### config.mk
export PLATFORM = sky130hd
export DESIGN_NAME = accelerator_fnn_layer_scheduler
export DESIGN_NICKNAME = d
export VERILOG_FILES = /design/src/rtl/accelerator_fnn_layer_scheduler.sv
export SDC_FILE = /design/constraint.sdc
export NUM_CORES = 1
export LEC_CHECK = 0
export BUFFER_PORTS_ARGS = -buffer_cell sky130_fd_sc_hd__clkbuf_2
export CAP_MARGIN = 10
export CORE_MARGIN = 5
export CORE_UTILIZATION = 45
export DETAILED_ROUTE_END_ITERATION = 16
export GPL_ROUTABILITY_DRIVEN = 0
export GPL_TIMING_DRIVEN = 0
export PLACE_DENSITY = 0.83
export SLEW_MARGIN = 40
export SYNTH_ARGS = -nofsm -noshare
export SYNTH_HDL_FRONTEND = slang
export SYNTH_SLANG_ARGS = --single-unit
export TNS_END_PERCENT = 5
### constraint.sdc
create_clock -name CLK -period 4.29 [get_ports CLK]
set_input_delay 0.2145 -clock CLK [delete_from_list [all_inputs] [get_ports CLK]]
set_output_delay 0.2145 -clock CLK [all_outputs]
set_load 0.01 [all_outputs]
### src/rtl/accelerator_fnn_layer_scheduler.sv
// Sequences one feed-forward layer over a shared external MAC unit:
// walks (j,i), issues one MAC op per pair with a START/READY handshake, emits each h[j].
module accelerator_fnn_layer_scheduler #(
  parameter int unsigned DATA_SIZE    = 64,
  parameter int unsigned CONTROL_SIZE = 4,
  parameter int unsigned TIMEOUT      = 255
) (
  input  logic                    CLK,
  input  logic                    RST,
  input  logic                    START,
  input  logic [CONTROL_SIZE-1:0] SIZE_J_IN,
  input  logic [CONTROL_SIZE-1:0] SIZE_I_IN,
  input  logic                    OP_READY,
  input  logic [DATA_SIZE-1:0]    OP_DATA_IN,
  output logic                    OP_START,
  output logic                    OP_FIRST,
  output logic [CONTROL_SIZE-1:0] INDEX_J_OUT,
  output logic [CONTROL_SIZE-1:0] INDEX_I_OUT,
  output logic [DATA_SIZE-1:0]    H_OUT,
  output logic                    H_OUT_ENABLE,
  output logic                    READY,
  output logic                    ERROR
);

  localparam int unsigned CntW = (TIMEOUT < 2) ? 1 : $clog2(TIMEOUT + 1);
  localparam logic [CntW-1:0] CntLast = CntW'(TIMEOUT - 1);
  localparam logic [CONTROL_SIZE-1:0] One = CONTROL_SIZE'(1);

  typedef enum logic [2:0] {
    StIdle,
    StIssue,
    StWait,
    StEmit,
    StDone
  } state_e;

  state_e                  state_q, state_d;
  logic [CONTROL_SIZE-1:0] j_q, j_d;
  logic [CONTROL_SIZE-1:0] i_q, i_d;
  logic [CONTROL_SIZE-1:0] size_j_q, size_j_d;
  logic [CONTROL_SIZE-1:0] size_i_q, size_i_d;
  logic [CntW-1:0]         cnt_q, cnt_d;
  logic [DATA_SIZE-1:0]    h_q, h_d;
  logic                    op_start_q, op_start_d;
  logic                    op_first_q, op_first_d;
  logic                    h_en_q, h_en_d;
  logic                    ready_q, ready_d;
  logic                    error_q, error_d;

  logic last_i;
  logic last_j;

  assign last_i = (i_q == size_i_q - One);
  assign last_j = (j_q == size_j_q - One);

  always_comb begin
    state_d    = state_q;
    j_d        = j_q;
    i_d        = i_q;
    size_j_d   = size_j_q;
    size_i_d   = size_i_q;
    cnt_d      = cnt_q;
    h_d        = h_q;
    op_start_d = 1'b0;
    op_first_d = 1'b0;
    h_en_d     = 1'b0;
    ready_d    = 1'b0;
    error_d    = error_q;

    unique case (state_q)
      StIdle: begin
        if (START) begin
          size_j_d = SIZE_J_IN;
          size_i_d = SIZE_I_IN;
          error_d  = 1'b0;
          j_d      = '0;
          i_d      = '0;
          if ((SIZE_J_IN == '0) || (SIZE_I_IN == '0)) begin
            state_d = StDone;
          end else begin
            state_d    = StIssue;
            op_start_d = 1'b1;
            op_first_d = 1'b1;
          end
        end
      end

      StIssue: begin
        state_d = StWait;
        cnt_d   = '0;
      end

      StWait: begin
        if (OP_READY) begin
          if (last_i) begin
            h_d     = OP_DATA_IN;
            h_en_d  = 1'b1;
            state_d = StEmit;
          end else begin
            i_d        = i_q + One;
            op_start_d = 1'b1;
            state_d    = StIssue;
          end
        end else begin
          cnt_d = cnt_q + CntW'(1);
          // The MAC never answered: abort the layer and flag it until the next START.
          if (cnt_q == CntLast) begin
            error_d = 1'b1;
            state_d = StDone;
          end
        end
      end

      StEmit: begin
        if (last_j) begin
          state_d = StDone;
        end else begin
          j_d        = j_q + One;
          i_d        = '0;
          op_start_d = 1'b1;
          op_first_d = 1'b1;
          state_d    = StIssue;
        end
      end

      StDone: begin
        ready_d = 1'b1;
        state_d = StIdle;
      end

      default: state_d = StIdle;
    endcase
  end

  always_ff @(posedge CLK or posedge RST) begin
    if (RST) begin
      state_q    <= StIdle;
      j_q        <= '0;
      i_q        <= '0;
      size_j_q   <= '0;
      size_i_q   <= '0;
      cnt_q      <= '0;
      h_q        <= '0;
      op_start_q <= 1'b0;
      op_first_q <= 1'b0;
      h_en_q     <= 1'b0;
      ready_q    <= 1'b0;
      error_q    <= 1'b0;
    end else begin
      state_q    <= state_d;
      j_q        <= j_d;
      i_q        <= i_d;
      size_j_q   <= size_j_d;
      size_i_q   <= size_i_d;
      cnt_q      <= cnt_d;
      h_q        <= h_d;
      op_start_q <= op_start_d;
      op_first_q <= op_first_d;
      h_en_q     <= h_en_d;
      ready_q    <= ready_d;
      error_q    <= error_d;
    end
  end

  assign OP_START     = op_start_q;
  assign OP_FIRST     = op_first_q;
  assign INDEX_J_OUT  = j_q;
  assign INDEX_I_OUT  = i_q;
  assign H_OUT        = h_q;
  assign H_OUT_ENABLE = h_en_q;
  assign READY        = ready_q;
  assign ERROR        = error_q;

endmodule

# Word level (Yosys, flattened, before mapping)
# Cells that the tools add are included.
[op_classes]
n_addsub = 5
muxes = 31
reduce_logical = 15
n_eq_ne = 14
[op_table]
columns = ["op", "count"]
rows = [
  ["$mux W4", 5],
  ["$pmux W8 S2", 1],
  ["$mux W3", 5],
  ["$mux W1", 12],
  ["$ne A2 B2 Y1 const B", 6],
  ["$pmux W3 S4", 1],
  ["$pmux W4 S3", 1],
  ["$add A4 B1 Y4 const B", 2],
  ["$add A8 B1 Y8 const B", 1],
  ["$eq A4 B4 Y1", 2],
  ["$eq A8 B8 Y1 const B", 1],
  ["$logic_not A4 Y1", 2],
  ["$mux W8", 1],
  ["$pmux W4 S2", 1],
  ["$sub A4 B1 Y4 const B", 2],
  ["$eq A3 B2 Y1 const B", 2],
  ["$reduce_and A2 Y1", 3],
  ["$reduce_and A3 Y1", 2],
  ["$reduce_bool A2 Y1", 3],
  ["$reduce_and A5 Y1", 1],
  ["$pmux W1 S2", 2],
  ["$reduce_and A4 Y1", 1],
  ["$eq A3 B1 Y1 const B", 1],
  ["$eq A3 B3 Y1 const B", 1],
  ["other kinds (6)", 6],
]
[totals]
register_bits = 96
word_cells = 77

# Depth between registers and ports, before layout
# Gate-level depths: netlist (run 1).
[logic_depth]
depth_word = 5
ltp_mapped = 9
mapped_depth_nobuf = 7

# Worst setup path after synthesis (run 1)
# Ideal clock, no wire load.
[synth_timing]
path_kind = "reg-to-reg"
start = "reg size_i_q[0]"
end = "reg h_q[0] (netlist: H_OUT[0])"
stages_incl_launch_ff = 10
path_buffers = 2
synth_period_minus_slack_ns = 2.088
arrival_time_ns = 1.963
required_ns = 4.165
setup_slack_ns = 2.202
cell_sequence = "dfrtp_1 inv_1 ha_1 xnor2_1 nor3_2 and2_1 nor2b_4 buf_6 buf_12 mux2_4"
[synth_between]
elab_chain_len = 3
[synth_rtl]
columns = ["item", "line_no", "text"]
rows = [
  ["from (decl)", "41", "logic [CONTROL_SIZE-1:0] size_i_q, size_i_d;"],
  ["from (signal assigned)", "154", "size_i_q <= size_i_d;"],
  ["$sub A4 B1 Y4", "53", "assign last_i = (i_q == size_i_q - One);"],
  ["$eq A4 B4 Y1", "53", ""],
  ["$reduce_and A3 Y1 (no source line)", "n/a", ""],
  ["to (signal assigned)", "143", "h_q <= '0;"],
  ["to (signal assigned)", "156", "h_q <= h_d;"],
  ["to (decl)", "43", "logic [DATA_SIZE-1:0] h_q, h_d;"],
]
# No other way between the ends.
# A chain may end at the register's enable or synchronous reset.

# Final worst setup path (run 1)
[layout_timing]
start = "reg size_i_q[0]"
end = "reg h_q[11] (netlist: H_OUT[11])"
# The elaborated chain is that of the path after synthesis.

==> results.toml, run 1 <==
[critical_path]
worstSetupPathType = "flop to flop"
cp_max_fo = 10
crit_arrival_ns = 2.49
critPathCaptureType = "flop"
start_kind = "flop"
required_ns = 4.51

[job]
drv_cap = 0

[power_and_ir_drop]
combPwrFrac_pct = 33.1
share_seq_of_total_power_pct = 43.6
p_sw_uw = 905
power_frac_clock_pct = 23.4
irDropWorstVdd_mv = 0.350
p_int_uw = 2030
p_total_uw = 2930
leakage_uw = 0.00286
p_per_area_nw_per_um2 = 542
swShare_pct = 30.9

[sta]
fin_crit_sh_pct = 52.9
rsz0062_at_grt = "false"
clock_skew_ns = 0.0146
setup_viol = 0
fmax_mhz = 441
maxSlewViolCount = 0
hold_violations = 0
final.min_clock_period_ns = 2.27
fin_hold_ws_ns = 0.0643
tns_ns = 0
max-slew-margin-rel_pct = 56.4
worst_pin_slew_ns = 0.652

[floorplanning]
fp.dieW_um = 107
die_area_sq_um = 11400
io_pins = 153
placementRows = 35
start_util_pct = 45.9
core_area_sq_um = 9200
die_y_um = 107

[logic_synthesis]
synth_async_sr_flop_share_pct = 100
syn_nets = 365
syn_inst = 283
synth_edf_count = 0
ys_ff_latch = 96
syn_area_per_cell_sq_um = 14.9
synth_seq_area_share_pct = 56.9
ys_warn_count = 0
synth_area_sq_um = 4220
yosysUniqueCellTypes = 44
synth_flop_cell = "dfrtp_1"

[cts]
htree_levels = 3
cts.sinks = 96
clockBufferDepth = 2
cts-root-buf = "clkbuf_8"
cts_tree = "done"
cts_buffers = 9
clock_latency_ns = 0.35
cts.reportedPaths.clkPinSlew_ns = 0.10

[finish]
synthToLayoutAreaGrowth_pct = 28.1
multi_input_area_sq_um = 1680
layout-drive-gt1-share_pct = 56.9
seq_area_sq_um = 2400
fin_nets = 530
final_cells = 563
final_area_sq_um = 5410
nFillCells = 751
antenna_cells = 0

[run_status]
outcome = "completed"

[route]
drt_iter0_markers = 65
vias = 2835
drc_errors = 0
routedWlPerCell_um = 16.0
wirelength_um = 8990
dr.pass1.iters = 4
vias_per_cell = 5.04
ant_nets = 0

[grt]
overflow = 0
antenna_found_initial = 0
grt_max_degree = 51
track_usage_pct = 15.4
grt_pass1_wl_um = 14100
first_global_vias = 2894

[placed_design]
post-place-cells = 547
dp_hpwl_um = 6870
numPortBuffers = 152
placed_cell_area_sq_um = 5160

[worst_hold_path]
hold_class = "input pin to flop"
power groups by stage:
stage | clock network, uW | logic [uW] | registers, uW
after detailed placement | 0 | 978 | 1290
after global placement | 0 | 934 | 1280
final | 686 | 970 | 1280
after floorplan | 0 | 596 | 1330
after CTS | 709 | 984 | 1280
after global routing | 746 | 1060 | 1310
kinds of logic (layout without fill, tap and decap cells):
kind of cell / Yosys count / in the layout / share of synthesized area [%]
DFF: 96 / 96 / 56.9
muxes: 74 / 74 / 23.1
and+or+nand+nor: 47 / 47 / 6.55
AOI/OAI and AO/OA: 25 / 25 / 3.97
buffers and inverters: 19 / 188 / 3.64
xor gates and xnor gates: 16 / 16 / 4.03
adders and majority gates: 6 / 6 / 1.78
final cells by class:
| class | count | area share, % |
|---|---|---|
| buffer | 10 | 2.22 |
| clock buffer | 10 | 2.36 |
| clock inverter | 5 | 1.97 |
| inverter | 9 | 0.717 |
| multi-input combinational | 168 | 31.0 |
| sequential | 96 | 44.4 |
| tap | 111 | 2.57 |
| timing repair buffer | 154 | 14.8 |
final timing paths:
check / start / to / slack (ns) / cells after the start
setup / recovery: size_i_q[0]$_DFFE_PP0P_ / H_OUT[11]$_DFFE_PP0P_ / 2.02 / 9
hold / removal: START / ERROR$_DFFE_PP0P_ / 0.06 / 2
setup reg to reg: size_i_q[0]$_DFFE_PP0P_ / H_OUT[11]$_DFFE_PP0P_ / 2.02 / 9
hold reg to reg: H_OUT[37]$_DFFE_PP0P_ / H_OUT[37]$_DFFE_PP0P_ / 0.51 / 1
max in group asynchronous: RST / cnt_q[6]$_DFFE_PP0P_ / 3.24 / 4
min in group asynchronous: RST / H_OUT[31]$_DFFE_PP0P_ / 0.45 / 3
registers in the layout (all words and copies together), names as in the netlist:
name	cells
H_OUT	64
cnt_q	8
INDEX_I_OUT	4
INDEX_J_OUT	4
size_i_q	4
size_j_q	4
state_q	3
ERROR	1
H_OUT_ENABLE	1
OP_FIRST	1
OP_START	1
READY	1
per-layer routing:
layer  routed length [um]  global-route usage (%)
met5                    0                       0
met4                   78                    4.66
met3                  560                    3.19
met2                 4580                    26.9
met1                 3770                    19.1
cell usage after synthesis, types with 2 or more instances:
| cell | instances | share of area (%) |
|---|---|---|
| dfrtp_1 | 96 | 57 |
| mux2_4 | 39 | 14 |
| mux2_2 | 33 | 8.8 |
| nand2_1 | 10 | 0.89 |
| inv_1 | 9 | 0.80 |
| xor2_1 | 8 | 1.7 |
| ha_1 | 6 | 1.8 |
| nor2_1 | 6 | 0.53 |
| xnor2_1 | 6 | 1.2 |
| a21oi_1 | 5 | 0.59 |
| a31oi_1 | 5 | 0.74 |
| buf_12 | 4 | 1.9 |
| nand3_1 | 4 | 0.47 |
| nor3_1 | 4 | 0.47 |
| o21ai_0 | 4 | 0.47 |
| and3_1 | 3 | 0.44 |
| nand2b_1 | 3 | 0.44 |
| a41oi_1 | 2 | 0.41 |
| buf_2 | 2 | 0.24 |
| buf_4 | 2 | 0.36 |
| mux2i_1 | 2 | 0.47 |
| nand4_1 | 2 | 0.30 |
| nor3b_1 | 2 | 0.36 |
| o211ai_1 | 2 | 0.36 |
| o31ai_1 | 2 | 0.36 |
| or3_1 | 2 | 0.30 |
| or4_1 | 2 | 0.36 |
| xor3_1 | 2 | 1.1 |
cells in the final DEF (no fill, tap or decap), types with 5 or more instances in the layout:
cell | netlist | layout
clkbuf_2 | 0 | 152
dfrtp_1 | 96 | 96
mux2_4 | 39 | 39
mux2_2 | 33 | 33
nand2_1 | 10 | 10
clkbuf_8 | 0 | 9
xor2_1 | 8 | 8
inv_1 | 9 | 8
xnor2_1 | 6 | 6
nor2_1 | 6 | 6
ha_1 | 6 | 6
a21oi_1 | 5 | 5
a31oi_1 | 5 | 5
timing repair:
action / 4_1_cts / 5_1_grt
endpoints found under the hold margin: 49 / 0
resized for setup: 0 / 0
setup endpoints to repair: 0 / 0
setup buffers: 0 / 0
hold buffers: 1 / 0
stage by stage:
stage / setup slack (ns) / utilization (%)
6_report: 2.02 / 58.8
5_1_grt: 1.85 / 58.8
4_1_cts: 2.00 / 58.8
3_5_place_dp: 2.02 / 56.1
3_3_place_gp: 0.620 / 55.7
2_1_floorplan: 1.57 / -
worst max-delay path, stage by stage, from the launching register on:
cell and delay (ns):
dfrtp_1 0.41, inv_1 0.06, ha_1 0.30, xnor2_1 0.14
nor3_2 0.22, and2_1 0.17, nor2b_4 0.17, buf_6 0.20
buf_12 0.17, mux2_4 0.31
Note: power is estimated with default switching activity, not from simulation.
==> run 2, diff against run 1 <==
- PLACE_DENSITY: 0.83 -> 0.86
- clock period: 4.29 -> 1.9 ns (I/O delays scaled with it)
==> run 2 against run 1 <==
The flow now finishes with violations (negative setup slack). Utilization up 12 points. Flip-flop and latch count unchanged. Setup slack worse by 2.3 ns. Maximum frequency up 2.1%. Combinational power rose to 2.9 times the previous value. Die area unchanged. Total power up 140%. Largest power group unchanged.
==> results.toml, run 2 (synthesis gave the netlist of run 1 again) <==
[grt]
antenna_found_initial = 0
first_global_vias = 3636
grt_pass1_wl_um = 18000
track_usage_pct = 19.8
overflow = 0
grt_max_degree = 29

[placed_design]
post-place-cells = 550
numPortBuffers = 152
pre_cts_ws_ns = -0.400
dp_hpwl_um = 7020

[critical_path]
worstSetupPathType = "flop to flop"
cp_max_fo = 5
critPathCaptureType = "flop"
crit_arrival_ns = 2.46
r2r_slack_ns = -0.32
required_ns = 2.14
start_kind = "flop"

[sta]
maxSlewViolCount = 0
fin_hold_ws_ns = 0.186
rsz0062_at_grt = "true"
fmax_mhz = 450
fin_ws_ns = -0.323
final.min_clock_period_ns = 2.22
worst_pin_slew_ns = 0.705
tns_ns = -18.96
hold_violations = 0
clock_skew_ns = 0.0127
setup_viol = 69
fin_crit_sh_pct = 117
max-slew-margin-rel_pct = 52.4

[power_and_ir_drop]
p_per_area_nw_per_um2 = 1090
leakage_uw = 0.00333
irDropWorstVdd_mv = 0.851

[route]
dr.pass1.iters = 4
wirelength_um = 11800
vias = 3311
drc_errors = 0
drt_iter0_markers = 132
ant_nets = 0
routedWlPerCell_um = 17.9
vias_per_cell = 5.04

[cts]
cts.reportedPaths.clkPinSlew_ns = 0.09
clockBufferDepth = 2
cts_buffers = 9
cts-root-buf = "clkbuf_8"
cts_tree = "done"
htree_levels = 3
clock_latency_ns = 0.35
cts.sinks = 96

[run_status]
outcome = "complete, but fails checks"
violations = "negative setup slack"

[finish]
layout-drive-gt1-share_pct = 53.1
layout_commonest_cell = "clkbuf_2"
final_cell_mix = "152 x clkbuf_2, 95 x dfrtp_1, 74 x dlygate4sd3_1"
nFillCells = 637
finish.utilization_pct = 71.1
synthToLayoutAreaGrowth_pct = 54.9
final_cells = 657
largest_reg_flops = 64
seq_area_sq_um = 2400
fin_nets = 621
multi_input_area_sq_um = 1790

[worst_hold_path]
hold_class = "input pin to flop"

[floorplanning]
placementRows = 35
fp.dieW_um = 107
core_area_sq_um = 9200
die_y_um = 107
die_area_sq_um = 11400
io_pins = 153
start_util_pct = 45.9

[job]
drv_cap = 0
## run 2: where the power goes
part | switching [uW] | internal [uW] | leakage (uW)
combinational | 1210 | 1610 | 0.00194
sequential | 393 | 2520 | 0.00128
clock | 724 | 653 | 0.000107
total | 2320 | 4780 | 0.00333
## run 2: worst paths after layout
check / from / to / depth (start not counted)
min in group asynchronous: RST / H_OUT[61]$_DFFE_PP0P_ / 3
hold / removal: OP_READY / cnt_q[1]$_DFFE_PP0P_ / 3
hold reg to reg: H_OUT[48]$_DFFE_PP0P_ / H_OUT[48]$_DFFE_PP0P_ / 1
setup reg to reg: size_i_q[0]$_DFFE_PP0P_ / H_OUT[1]$_DFFE_PP0P_ / 9
setup / recovery: size_i_q[0]$_DFFE_PP0P_ / H_OUT[1]$_DFFE_PP0P_ / 9
max in group asynchronous: RST / INDEX_I_OUT[2]$_DFFE_PP0P_ / 6
## run 2: critical path: stages, from the launching register on
cell and delay, ns:
dfrtp_1 0.40, inv_2 0.08, ha_4 0.20, xnor2_2 0.13
nor3_2 0.21, and2_1 0.16, nor2b_4 0.28, buf_12 0.18
clkbuf_16 0.16, mux2_4 0.30
## run 2: final cells by class
cell class,instances,area share (%)
Multi-Input combinational cell,168,27.3
Clock buffer,10,2.10
Sequential cell,96,36.7
Antenna cell,2,0.0765
Tap cell,111,2.12
Clock inverter,6,1.01
Inverter,9,0.574
Buffer,10,2.30
Timing Repair Buffer,245,27.7
## run 2: routing by layer
layer	global-route usage (%)	wire length [um]	vias up	share of wire (%)
met5	0	0	-	0
met4	6.85	222	0	1.9
met3	4.46	722	20	6.1
met2	36.7	6280	125	53
met1	22.3	4540	1643	39
li1	-	-	1523	-
## run 2: what timing repair did
item,in CTS,in global routing
hold endpoints to repair,116,0
setup endpoints to repair,68,83
cloned,2,4
pin swaps,4,2
gates resized for setup,20,20
hold buffers,74,0
buffers inserted,9,0
## run 2: through the flow
step / total power (uW) / area (sq um)
after detailed placement: 5130 / 5220
after global placement: 5000 / 5130
final: 7100 / 6540
after CTS: 6910 / 6350
after global routing: 7480 / 6540
after floorplan: 4360 / 4230
